`src/rtl/sti_rcv.sv`:
```
// Serial-to-parallel word receiver: reassembles 8/16/24/32-bit serial words into a 16-bit payload,
// flags non-zero pad bits and truncated words; results appear one cycle after the last bit.
module sti_rcv (
   input  logic        clk,
   input  logic        reset,
   input  logic        si_valid,
   input  logic        si_data,
   input  logic        cfg_load,
   input  logic [1:0]  cfg_length,
   input  logic        cfg_msb,
   input  logic        cfg_low,
   input  logic        cfg_fill,
   output logic [15:0] po_data,
   output logic        po_valid,
   output logic        po_err,
   output logic        po_busy,
   output logic [7:0]  po_count
);

   typedef enum logic [1:0] {
      S_IDLE  = 2'd0,
      S_ARMED = 2'd1,
      S_RECV  = 2'd2
   } state_t;

   state_t      r_state;
   state_t      w_state_nx;

   logic [1:0]  r_len;
   logic        r_msb;
   logic        r_low;
   logic        r_fill;
   logic [31:0] r_frame;
   logic [4:0]  r_idx;

   logic [4:0]  w_last_idx;
   logic [4:0]  w_first_idx;
   logic [4:0]  w_idx;
   logic        w_take;
   logic        w_last;
   logic [31:0] w_frame_nx;
   logic [15:0] w_payload;
   logic        w_pad_err;

   // Index of the highest bit of the word: 8*(len+1)-1.
   assign w_last_idx  = {r_len, 3'b111};
   assign w_first_idx = r_msb ? w_last_idx : 5'd0;
   assign w_idx       = (r_state == S_ARMED) ? w_first_idx : r_idx;
   // A cfg_load cycle swallows any bit presented alongside it.
   assign w_take      = si_valid && !cfg_load && (r_state != S_IDLE);
   assign w_last      = (r_state == S_RECV) &&
                        (r_msb ? (r_idx == 5'd0) : (r_idx == w_last_idx));
   assign po_busy     = (r_state == S_RECV);

   always_comb begin
      w_frame_nx        = (r_state == S_ARMED) ? 32'd0 : r_frame;
      w_frame_nx[w_idx] = si_data;
   end

   always_comb begin
      w_payload = 16'd0;
      w_pad_err = 1'b0;
      case (r_len)
         2'd0: w_payload = r_low ? {w_frame_nx[7:0], 8'h00} : {8'h00, w_frame_nx[7:0]};
         2'd1: w_payload = w_frame_nx[15:0];
         2'd2: begin
            w_payload = r_fill ? w_frame_nx[23:8] : w_frame_nx[15:0];
            w_pad_err = r_fill ? (|w_frame_nx[7:0]) : (|w_frame_nx[23:16]);
         end
         default: begin
            w_payload = r_fill ? w_frame_nx[31:16] : w_frame_nx[15:0];
            w_pad_err = r_fill ? (|w_frame_nx[15:0]) : (|w_frame_nx[31:16]);
         end
      endcase
   end

   always_ff @(posedge clk or posedge reset) begin
      if (reset) begin
         r_state <= S_IDLE;
      end else begin
         r_state <= w_state_nx;
      end
   end

   always_comb begin
      w_state_nx = r_state;
      case (r_state)
         S_IDLE: begin
            if (cfg_load) w_state_nx = S_ARMED;
         end
         S_ARMED: begin
            if (!cfg_load && si_valid) w_state_nx = S_RECV;
         end
         S_RECV: begin
            if (cfg_load || !si_valid || w_last) w_state_nx = S_ARMED;
         end
         default: w_state_nx = S_IDLE;
      endcase
   end

   always_ff @(posedge clk or posedge reset) begin
      if (reset) begin
         r_len    <= 2'd0;
         r_msb    <= 1'b0;
         r_low    <= 1'b0;
         r_fill   <= 1'b0;
         r_frame  <= 32'd0;
         r_idx    <= 5'd0;
         po_data  <= 16'd0;
         po_valid <= 1'b0;
         po_err   <= 1'b0;
         po_count <= 8'd0;
      end else begin
         po_valid <= 1'b0;
         po_err   <= 1'b0;
         if (cfg_load) begin
            r_len  <= cfg_length;
            r_msb  <= cfg_msb;
            r_low  <= cfg_low;
            r_fill <= cfg_fill;
         end
         if (w_take) begin
            r_frame <= w_frame_nx;
            // Index may run off the end after the final bit; the next word reloads it.
            r_idx   <= r_msb ? (w_idx - 5'd1) : (w_idx + 5'd1);
            if (w_last) begin
               po_valid <= 1'b1;
               po_data  <= w_payload;
               po_err   <= w_pad_err;
               po_count <= po_count + 8'd1;
            end
         end else if ((r_state == S_RECV) && !si_valid && !cfg_load) begin
            po_err <= 1'b1;
         end
      end
   end

endmodule

```
`config.mk`:
```
export PLATFORM = sky130hd
export DESIGN_NAME = sti_rcv
export DESIGN_NICKNAME = d
export VERILOG_FILES = /design/src/rtl/sti_rcv.sv
export SDC_FILE = /design/constraint.sdc
export NUM_CORES = 1
export LEC_CHECK = 0
export BUFFER_PORTS_ARGS = -buffer_cell sky130_fd_sc_hd__buf_2
export CAP_MARGIN = 20
export CORE_MARGIN = 3
export CORE_UTILIZATION = 53
export CTS_CLUSTER_DIAMETER = 200
export DETAILED_ROUTE_END_ITERATION = 6
export PLACE_DENSITY_LB_ADDON = 0.15
export SLEW_MARGIN = 25
export SYNTH_ARGS = -nofsm -noshare
export SYNTH_HDL_FRONTEND = slang
export SYNTH_SLANG_ARGS = --single-unit
```
`constraint.sdc`:
```
create_clock -name clk -period 5.14 [get_ports clk]
set_clock_uncertainty 0.15 [all_clocks]
set_input_delay 0.514 -clock clk [delete_from_list [all_inputs] [get_ports clk]]
set_output_delay 0.514 -clock clk [all_outputs]
set_load 0.03 [all_outputs]
```
==> results.md, run 1 <==
- Status: complete, no violations
- DR vias/cell: a little over 6
- DR DRC count: 0
- Die area: 9690 um^2
- Crit path launch type: register
- R2r endpoint: po_count[7]
- WL per Instance: roughly 18 um
- Psw: 729 uW
- Clk sinks: 70
- HPWL after detailed placement: 8150 um
- Antenna cell count: 0
- WP data required: 5.28 ns
- Post-CTS Hold Fix Bufs: 0
- Post-Syn Nets: 568
- Largest net degree at the start of global routing: 71
- Pre-Repair DR Iteration Count: 5
- Initial Util: 0.548
- Clk pwr share: 0.280
- Max-slew violation count: 0
- FF-to-FF Start: r_len[0]
- Root Buffer: clkbuf_8
- CTS tree: built
- Most numerous cell in the Yosys netlist: nand2_1
- WHS Path Cells: 2
- Internal power: 1080 uW
- Switching share of power: 0.404
- Async SR Flop Fraction: 1.00
- Remaining Overflow, GRT: 0
- Max transition margin: 0.399
- Critical-path maximum fanout: 26
- Detail Route Antenna Nets: 0
- Pleak: 0.00236 uW
- GR Util All Layers: 0.258
- Vias in the first global route: between 3000 and 4000
- Tightest Pin Transition: between 0.9 and 1 ns
- Seq pwr share: 0.405
- GP Congestion: 0.899
- Total number of vias: 4129
- Final Hold Violating Endpoints: 0
- WP data arrival: 3.42 ns
- Die height: 98.4 um
- Finish-stage setup viols: 0
- Hold Path Origin: cfg_msb
- Antenna violations before repair: 0
- Clock Path Buffers: 2
- Total wire length: 12100 um
- Final std cells w/o fill: 677
- Core Region: 8260 um^2
- Syn. warnings: 0
- Most area-consuming cells after synthesis: dfrtp_1 (39%), nand2_1 (15%), mux2i_1 (4.6%), o21ai_0 (3.2%), nand3_1 (2.8%)
- Setup Buffers After CTS: 0
- First-pass GRT wire length: 20000 um
- Total negative slack: 0 ns
- Hold EP: r_msb
- Post-synth EDFFs: 0
- Register area share after synthesis: 0.387
- Die W: 98.4 um
- Pwr/cell area: 370 nW/um^2
- Worst Setup End Kind: register
- # rows: 33
- Post-layout util: 0.591
- Logic pwr share: 0.316
- H-tree levels: 3
- Crit Path Category: reg -> reg
- Layout overhead on the synthesized area: 7.71%
- F_max: 306 MHz
- CTS Buf Count: 9
- Yosys cell types: 73
- Final period util: 0.637
- Clock-pin slew on the worst setup and hold paths: 0.08 ns
- Placed Instances: 661
- Max-capacitance violation count: 0
- Io pins: 37
- RSZ-0062 raised after global routing: no
- R2r setup slk: 1.87 ns
- Clock latency on the worst-skew pair: 0.36 ns
- Synth Flop Type: dfrtp_1
- Synth Register Bits: 70
- Total Nets Final: 581
- Post-CTS resize count: 0
- VDD IR max: 0.000189 V
- Min Clock Period, post-route: 3.27 ns
- Post-synthesis average cell area: between 8 and 9 um^2
- Post-synthesis cell type with the largest combined area: dfrtp_1
- Syn Std Cell Area: around 4500 um^2
- R2R cell count: 7
- Synth Instances: 554
- Layout cells sized above 1: 0.157
- Port buffer count: 36
- DR iter-0 viols: 483
- Hold WC Path Type: in -> reg
- Top-area cell type share of the netlist area: 0.387
- Commonest cells post-synth: nand2_1 (177), dfrtp_1 (70), o21ai_0 (29)
cell usage in the layout (no fill, tap or decap), types with 3 or more instances in the layout:
master / synthesis / layout
nand2_1: 177 / 177
dfrtp_1: 70 / 70
buf_2: 11 / 36
o21ai_0: 29 / 29
nor2_1: 28 / 27
nand3_1: 25 / 25
mux2i_1: 21 / 21
a21oi_1: 20 / 20
nor2b_1: 9 / 9
clkbuf_8: 0 / 9
nand4_1: 7 / 7
o21ai_1: 8 / 7
a31oi_1: 7 / 7
mux2_2: 6 / 6
nand2b_1: 5 / 5
inv_1: 6 / 5
nor3_1: 5 / 5
xnor2_1: 5 / 5
xor2_1: 5 / 5
mux2i_2: 4 / 4
o211ai_1: 4 / 4
a22o_1: 4 / 4
ha_1: 4 / 4
buf_4: 4 / 4
and2_1: 3 / 3
o21a_1: 3 / 3
a22oi_1: 3 / 3
a211oi_1: 3 / 3
critical path, cell delays in order, from the launching register on:
cell,delay (ns)
dfrtp_1,0.89
clkinv_1,0.52
a221oi_2,0.51
nand3_4,0.32
inv_2,0.28
nand4_2,0.17
nor3_2,0.21
xor2_1,0.16
kinds of logic after synthesis:
group	after synthesis	synth area share
multiplexers	34	0.0851
AND/OR/NAND/NOR	281	0.281
buffers and inverters	48	0.0575
flip-flops	70	0.387
AO/OA/AOI/OAI	107	0.160
XOR/XNOR	10	0.0193
adder cells (fa/ha/maj)	4	0.0111
worst max path at each step:
stage	startpoint	to	slack, ns	cells after the start
global route	r_len[0]	po_count[7]	1.60	7
finish	r_len[0]	po_count[7]	1.87	7
CTS	r_len[0]	po_count[7]	1.89	7
detailed placement	r_len[0]	po_count[7]	1.91	7
global placement	r_len[0]	po_count[7]	2.05	7
floorplan	reset	po_count[0]	2.71	1
metrics by stage:
stage / hold slack [ns] / power, uW / instance area [um^2] / setup WS [ns]
finish: 0.237 / 1810 / 4880 / 1.87
global route: 0.250 / 1910 / 4880 / 1.60
CTS: 0.233 / 1800 / 4880 / 1.89
detailed placement: 0.306 / 1290 / 4660 / 1.91
global placement: 0.303 / 1280 / 4660 / 2.05
floorplan: 0.292 / 1180 / 4530 / 2.71
sequential cells by signal (all words and copies together), names as in the netlist:
signal and cells:
r_len 2, r_low 1, r_fill 1, r_frame 32, r_idx 5, po_data 16
po_err 1, po_valid 1, r_msb 1, po_count 8, r_state 2
per-layer routing:
layer	global-route usage	up-vias	share of wire
met1	0.364	1969	0.44
met3	0.0446	40	0.070
li1	-	1939	-
met5	0	-	0
met4	0.105	0	0.036
met2	0.396	181	0.46
area by class of cell:
cell class / instances / area [um^2]
clock buffer: 9 / 124
clock inverter: 7 / 97.6
fill: 757 / 3380
inverter: 10 / 40.0
multi-input combinational: 436 / 2520
sequential: 70 / 1750
tap: 105 / 131
timing repair buffer: 40 / 210
power groups by stage:
stage	clock network, uW	logic, uW	registers (uW)
floorplan	0	495	681
global placement	0	546	732
detailed placement	0	558	736
CTS	512	561	725
global route	536	627	743
finish	505	570	731
Note: power is estimated with default switching activity, not from simulation.
==> run 2: changes to the inputs <==
--- a/config.mk
+++ b/config.mk
@@ -5,6 +5,7 @@
 export SDC_FILE = /design/constraint.sdc
 export NUM_CORES = 1
 export LEC_CHECK = 0
+export ABC_AREA = 1
 export BUFFER_PORTS_ARGS = -buffer_cell sky130_fd_sc_hd__buf_2
 export CAP_MARGIN = 20
 export CORE_MARGIN = 3
==> constraint.sdc (replaced) <==
create_clock -name clk -period 2.9 [get_ports clk]
set_clock_uncertainty 0.15 [all_clocks]
set_input_delay 0.29 -clock clk [delete_from_list [all_inputs] [get_ports clk]]
set_output_delay 0.29 -clock clk [all_outputs]
set_load 0.03 [all_outputs]
==> run 2 against run 1 <==
Effect of this change:
- critical endpoint is now po_err
- first-iteration DRC count is 25% lower
- total power rose to 2.8 times the previous value
- combinational power grew to 4.7 times the previous value
- flip-flop and latch count unchanged
- worst setup slack got worse by 1.5 ns
- count of clock-buffer cells in the layout is 1 higher
- largest power group is now combinational cells
==> results.md, run 2 <==
- Status: complete, no violations
- Post-synthesis cell type with the largest combined area: dfrtp_1
- Layout overhead on the synthesized area: 11.1%
- Die W: 101 um (+2.6%)
- Antenna cell count: 0 (unchanged)
- WP data required: 2.99 ns (-2.29 ns)
- First-pass GRT wire length: 22000 um (+10%)
- Synth Flop Type: dfrtp_1
- Total wire length: 13700 um (+14%)
- Final Cell Area: 5320 um^2 (+9.0%)
- Most area-consuming cells after synthesis: dfrtp_1 (37%), nand2_1 (19%), nand3_1 (8.1%), o21ai_0 (6.9%), inv_1 (3.8%)
- Clock Path Buffers: 2 (unchanged)
- R2r setup slk: 0.34 ns (-1.53 ns)
- Synth Register Bits: 70 (unchanged)
- Layout cells sized above 1: 0.155 (-0.00203)
- Setup Buffers After CTS: 0 (unchanged)
- Register Area: 1750 um^2 (unchanged)
- Commonest non-fill, non-tap cell in the layout: nand2_1
- Post-CTS resize count: 0 (unchanged)
- Syn. warnings: 0 (unchanged)
- Hold WC Path Type: in -> reg
- Total Nets Final: 743 (+28%)
- Die area: 10200 um^2 (+5.3%)
- Top reg by flops: r_frame
- FF-to-FF Start: r_state[0]
- Pwr/cell area: 936 nW/um^2 (+150%)
- Clock latency on the worst-skew pair: 0.36 ns (about the same)
- R2R cell count: 13 (+6)
- R2r endpoint: po_err
- Largest regs: r_frame (32), po_data (16), po_count (8)
- Pre-CTS WS: 0.360 ns (-1.55 ns)
- Finish-stage setup viols: 0 (unchanged)
- RSZ-0062 raised after global routing: no
- Hold Path Origin: cfg_length[1]
- Post-Syn Nets: 710 (+25%)
- H-tree levels: 3 (unchanged)
- Async SR Flop Fraction: 1.00 (unchanged)
- Initial Util: 0.546 (-0.00237)
- Die height: 101 um (+2.6%)
- Critical-path maximum fanout: 27 (+3.8%)
- Post-CTS Hold Fix Bufs: 4 (+4)
- Max transition margin: 0.423 (+0.0233)
- Post-layout util: 0.607 (+0.0160)
- WHS Path Cells: 3 (+1)
- Final period util: 0.883 (+0.246)
- Pleak: 0.00264 uW (+12%)
- Commonest cells post-synth: nand2_1 (238), nand3_1 (77), dfrtp_1 (70)
- WP data arrival: 2.65 ns (-0.77 ns)
- HPWL after detailed placement: 10100 um (+24%)
- Syn Std Cell Area: 4790 um^2 (+5.7%)
- Min Clock Period, post-route: 2.56 ns (-0.712 ns)
- Largest net degree at the start of global routing: 43 (-39%)
- Post-synth EDFFs: 0 (unchanged)
- Io pins: 37 (unchanged)
- DP Area: 5060 um^2 (+8.7%)
- Pre-Repair DR Iteration Count: 5 (unchanged)
- CTS tree: built
- Final Hold Violating Endpoints: 0 (unchanged)
- F_max: 390 MHz (+28%)
- GP Congestion: 0.989 (+9.9%)
- Remaining Overflow, GRT: 0 (unchanged)
- GR Util All Layers: 0.277 (+0.0187)
- Crit path launch type: register
- Total number of vias: 4704 (+14%)
- Yosys cell types: 32 (-56%)
- Clock-pin slew on the worst setup and hold paths: 0.08 ns (about the same)
- Vias in the first global route: 4351 (+13%)
- Post-synthesis average cell area: 6.88 um^2 (-16%)
- Root Buffer: clkbuf_8
- Most frequent cells in the layout: nand2_1 (238), nand3_1 (77), dfrtp_1 (70)
- Crit Path Category: reg -> reg
- Register area share after synthesis: 0.366 (-0.0207)
- DR vias/cell: 5.59 (-8.4%)
- CTS Buf Count: 9 (unchanged)
- Hold EP: r_len[1]
- WL per Instance: 16.3 um (-8.7%)
- Most numerous cell in the Yosys netlist: nand2_1
- Max-slew violation count: 0 (unchanged)
- Top-area cell type share of the netlist area: 0.366 (-0.0207)
- Antenna violations before repair: 0 (unchanged)
- Port buffer count: 36 (unchanged)
- DR iter-0 viols: 363 (-25%)
- Total power: 4980 uW (+180%)
- Fillers: 820 (+8.3%)
- Tightest Pin Transition: 0.865 ns (-0.0360 ns)
- Worst Setup End Kind: register
- Clk sinks: 70 (unchanged)
- Max reg flops: 32 (unchanged)
- Total negative slack: 0 ns (unchanged)
- # rows: 34 (+3.0%)
- Area of the multi-input gates: 2650 um^2 (+5.2%)
- Detail Route Antenna Nets: 0 (unchanged)
- DR DRC count: 0 (unchanged)
- VDD IR max: 0.000614 V (+230%)
- Synth Instances: 696 (+26%)
- Post-route setup slack: 0.339 ns (-1.53 ns)
- Core Region: 8760 um^2 (+6.1%)
- Max-capacitance violation count: 0 (unchanged)
## run 2: worst max-delay path, cell delays in order (launching register included)
cell and delay [ns]:
dfrtp_1 0.52, nand2_8 0.25, nand2_2 0.10, nor2_2 0.35, buf_4 0.25, nand3_2 0.11
nand2_1 0.17, nand3_1 0.13, nor2_1 0.12, nand3_1 0.08, nand2_1 0.08, inv_1 0.04
nand2_1 0.06, nand2_1 0.05
## run 2: stage by stage
stage | hold WS, ns | std cells
final | 0.0149 | 842
after global routing | 0.0288 | 842
after CTS | 0.00111 | 842
after detailed placement | 0.258 | 822
after global placement | 0.245 | 822
after floorplan | 0.257 | 696
## run 2: cells by family (layout without fill, tap and decap cells)
group	Yosys count	after routing	synth area share
xor+xnor	8	8	0.0146
flops	70	70	0.366
buf+inv	89	127	0.0803
compound gates	116	116	0.133
fa+ha+maj	4	4	0.0105
simple gates	409	409	0.396
## run 2: cell type report
class	count	share of cell area
flip-flops and latches	70	0.329
clock buffers	10	0.0240
clock inverters	6	0.0162
well taps	108	0.0254
repair buffers	55	0.0649
multi-input cells	537	0.499
inverters	56	0.0409
## run 2: how the worst max path moves through the flow
stage | start | to | slack (ns) | cells after the start
floorplan | reset | po_count[0] | 0.69 | 1
global placement | r_state[0] | po_err | 0.41 | 13
detailed placement | r_state[0] | po_err | 0.36 | 13
CTS | r_state[0] | po_err | 0.35 | 13
global route | r_state[0] | po_err | 0.13 | 13
finish | r_state[0] | po_err | 0.34 | 13
## run 2: where the power goes
group	switching [uW]	total (uW)	leakage (uW)	internal [uW]
registers	167	1410	0.000933	1240
logic	1920	2680	0.00160	758
clock network	405	889	0.000106	483
## run 2: routing by layer
layer / GRT usage / routed length [um] / up-vias
met5: 0 / 0 / -
met4: 0.107 / 370 / 0
met3: 0.0422 / 802 / 27
met2: 0.429 / 6300 / 168
met1: 0.389 / 6260 / 2194
li1: - / - / 2315
==> run 3: changes to the inputs <==
--- a/config.mk
+++ b/config.mk
@@ -13,6 +13,7 @@
 export CTS_CLUSTER_DIAMETER = 200
 export DETAILED_ROUTE_END_ITERATION = 6
 export PLACE_DENSITY_LB_ADDON = 0.15
+export RECOVER_POWER = 100
 export SLEW_MARGIN = 25
 export SYNTH_ARGS = -nofsm -noshare
 export SYNTH_HDL_FRONTEND = slang
==> constraint.sdc (replaced) <==
create_clock -name clk -period 2.6 [get_ports clk]
set_clock_uncertainty 0.15 [all_clocks]
set_input_delay 0.26 -clock clk [delete_from_list [all_inputs] [get_ports clk]]
set_output_delay 0.26 -clock clk [all_outputs]
set_load 0.03 [all_outputs]
==> run 3 against run 2 <==
Effect of this change:
- fmax grew 5.6%
- critical endpoint unchanged
- sequential share of layout area shrank 0.76 points
- utilization grew 1.5 points
- critical path type unchanged
==> results.md, run 3 (synthesis results as in run 2) <==
- Status: complete, no violations
- R2r setup slk: 0.17 ns (-0.17 ns)
- Port buffer count: 36 (unchanged)
- Hold Path Origin: si_valid
- CTS tree: built
- Top reg by flops: r_frame
- Pleak: 0.00262 uW (-0.83%)
- Min Clock Period, post-route: 2.43 ns (-0.135 ns)
- Met3 routed WL: 862 um (+7.5%)
- Final period util: 0.933 (+0.0500)
- Most frequent cells in the layout: nand2_1 (236), nand3_1 (77), dfrtp_1 (68)
- CTS Buf Count: 9 (unchanged)
- DR vias/cell: 5.56 (-0.56%)
- Max-slew violation count: 0 (unchanged)
- Largest regs: r_frame (32), po_data (16), po_count (8)
- Finish-stage setup viols: 0 (unchanged)
- Max reg flops: 32 (unchanged)
- Commonest non-fill, non-tap cell in the layout: nand2_1
- H-tree levels: 3 (unchanged)
- CP max stage delay: 0.51 ns (about the same)
- R2R cell count: 14 (+1)
- First-pass GRT wire length: 22300 um (+1.5%)
- Io pins: 37 (unchanged)
- Final Hold Violating Endpoints: 0 (unchanged)
- Die height: 101 um (unchanged)
- Layout overhead on the synthesized area: 13.9%
- RSZ-0062 raised after global routing: yes
- DR top layer: met4
- VDD IR max: 0.000588 V (-4.3%)
- Clock Path Buffers: 2 (unchanged)
- F_max: 412 MHz (+5.6%)
- Vias in the first global route: 4479 (+2.9%)
- WP data arrival: 2.52 ns (-0.13 ns)
- Hold WC Path Type: in -> reg
- Tightest Pin Transition: 0.967 ns (+0.102 ns)
- Initial Util: 0.546 (unchanged)
- Worst Setup End Kind: register
- # rows: 34 (unchanged)
- Max-capacitance violation count: 0 (unchanged)
- Detail Route Antenna Nets: 0 (unchanged)
- CP cell instances: nand2_8 -> nand2_1 -> nand2_2 -> nand2_4 -> nor2_8 -> nand2_1 -> nand2_1 -> nand2_1 -> nor2_1 -> nand3_1 -> nor2_1 -> a21oi_1 -> nand2_1 -> nand2_1
- DR iter-0 viols: 427 (+18%)
- Layout cells sized above 1: 0.149 (-0.00677)
- HPWL after detailed placement: 9870 um (-2.2%)
- Antenna violations before repair: 0 (unchanged)
- DR WL met2: 6190 um (-1.7%)
- CP max-delay cell: dfrtp_2
- Die area: 10200 um^2 (unchanged)
- WL per Instance: 16.0 um (-2.2%)
- Critical-path maximum fanout: 27 (unchanged)
- Max transition margin: 0.354 (-0.0684)
- DR DRC count: 0 (unchanged)
- Clock latency on the worst-skew pair: 0.36 ns (about the same)
- Hold_ws: 0.0476 ns (+0.0328 ns)
- Crit Path Category: reg -> reg
- Hold EP: po_err
- Crit path top cell by count: nand2_1
- Placed Instances: 833 (+1.3%)
- Total wire length: 13800 um (+0.12%)
- Pwr/cell area: 1040 nW/um^2 (+11%)
- R2r endpoint: po_err
- GR Util All Layers: 0.281 (+0.00399)
- Antenna cell count: 0 (unchanged)
- Clk sinks: 70 (unchanged)
- WP data required: 2.69 ns (-0.30 ns)
- Core Region: 8760 um^2 (unchanged)
- Remaining Overflow, GRT: 0 (unchanged)
- Total Nets Final: 763 (+2.7%)
- Die W: 101 um (unchanged)
- Total number of vias: 4789 (+1.8%)
- Routed metal-1 wirelength: 6130 um (-2.2%)
- Final std cells w/o fill: 862 (+2.4%)
- GP Congestion: 0.935 (-5.5%)
- WHS Path Cells: 4 (+1)
- Clock-pin slew on the worst setup and hold paths: 0.08 ns (about the same)
- Crit path launch type: register
- Root Buffer: clkbuf_8
- FF-to-FF Start: r_state[0]
- Largest net degree at the start of global routing: 46 (+7.0%)
- Pre-Repair DR Iteration Count: 5 (unchanged)
run 3: layout make-up:
class | count | area [um^2]
tap | 108 | 135
inverter | 56 | 218
clock buffer | 12 | 165
multi-input combinational | 537 | 2670
timing repair buffer | 75 | 480
clock inverter | 4 | 28.8
sequential | 70 | 1750
fill | 815 | 3310
run 3: repair_timing:
item,4_1_cts,5_1_grt
gates resized for setup,0,8
hold endpoints to repair,30,0
setup buffers,0,7
hold buffers,6,0
endpoints found under the setup margin,0,13
run 3: worst max-delay path: cells and delay by family, from the launching register on:
kind	cells	cell delay, ns
compound gates	1	0.07
simple gates	13	1.56
flops	1	0.51
run 3: per-layer routing:
layer	vias up	track usage
met3	42	0.0547
met1	2203	0.385
li1	2357	-
met2	187	0.430
met5	-	0
met4	0	0.125
run 3: worst max path at each step:
stage               start           to  slack, ns  depth (start not counted)
4_1_cts        r_state[0]       po_err       0.04                         15
5_1_grt        r_state[1]       po_err      -0.02                         16
2_1_floorplan       reset  po_count[0]       0.42                          1
3_3_place_gp   r_state[0]       po_err       0.13                         15
6_report       r_state[0]       po_err       0.17                         14
3_5_place_dp   r_state[0]       po_err       0.06                         15
run 3: power by group:
| part | total (uW) | switching [uW] | leakage (uW) | internal (uW) |
|---|---|---|---|---|
| sequential | 1570 | 184 | 0.000931 | 1380 |
| combinational | 3240 | 2200 | 0.00159 | 1030 |
| clock | 884 | 457 | 0.0000950 | 427 |
run 3: through the flow:
step                      instance area, um^2  worst slack, ns  setup TNS, ns  power [uW]   util
final                                    5450            0.174              0        5690  0.622
after CTS                                5410           0.0382              0        5470  0.618
after detailed placement                 5160           0.0635              0        4590  0.589
after floorplan                          4790            0.422              0        3890      -
after global routing                     5450          -0.0215        -0.0215        6140  0.622
after global placement                   5160            0.129              0        4530  0.589
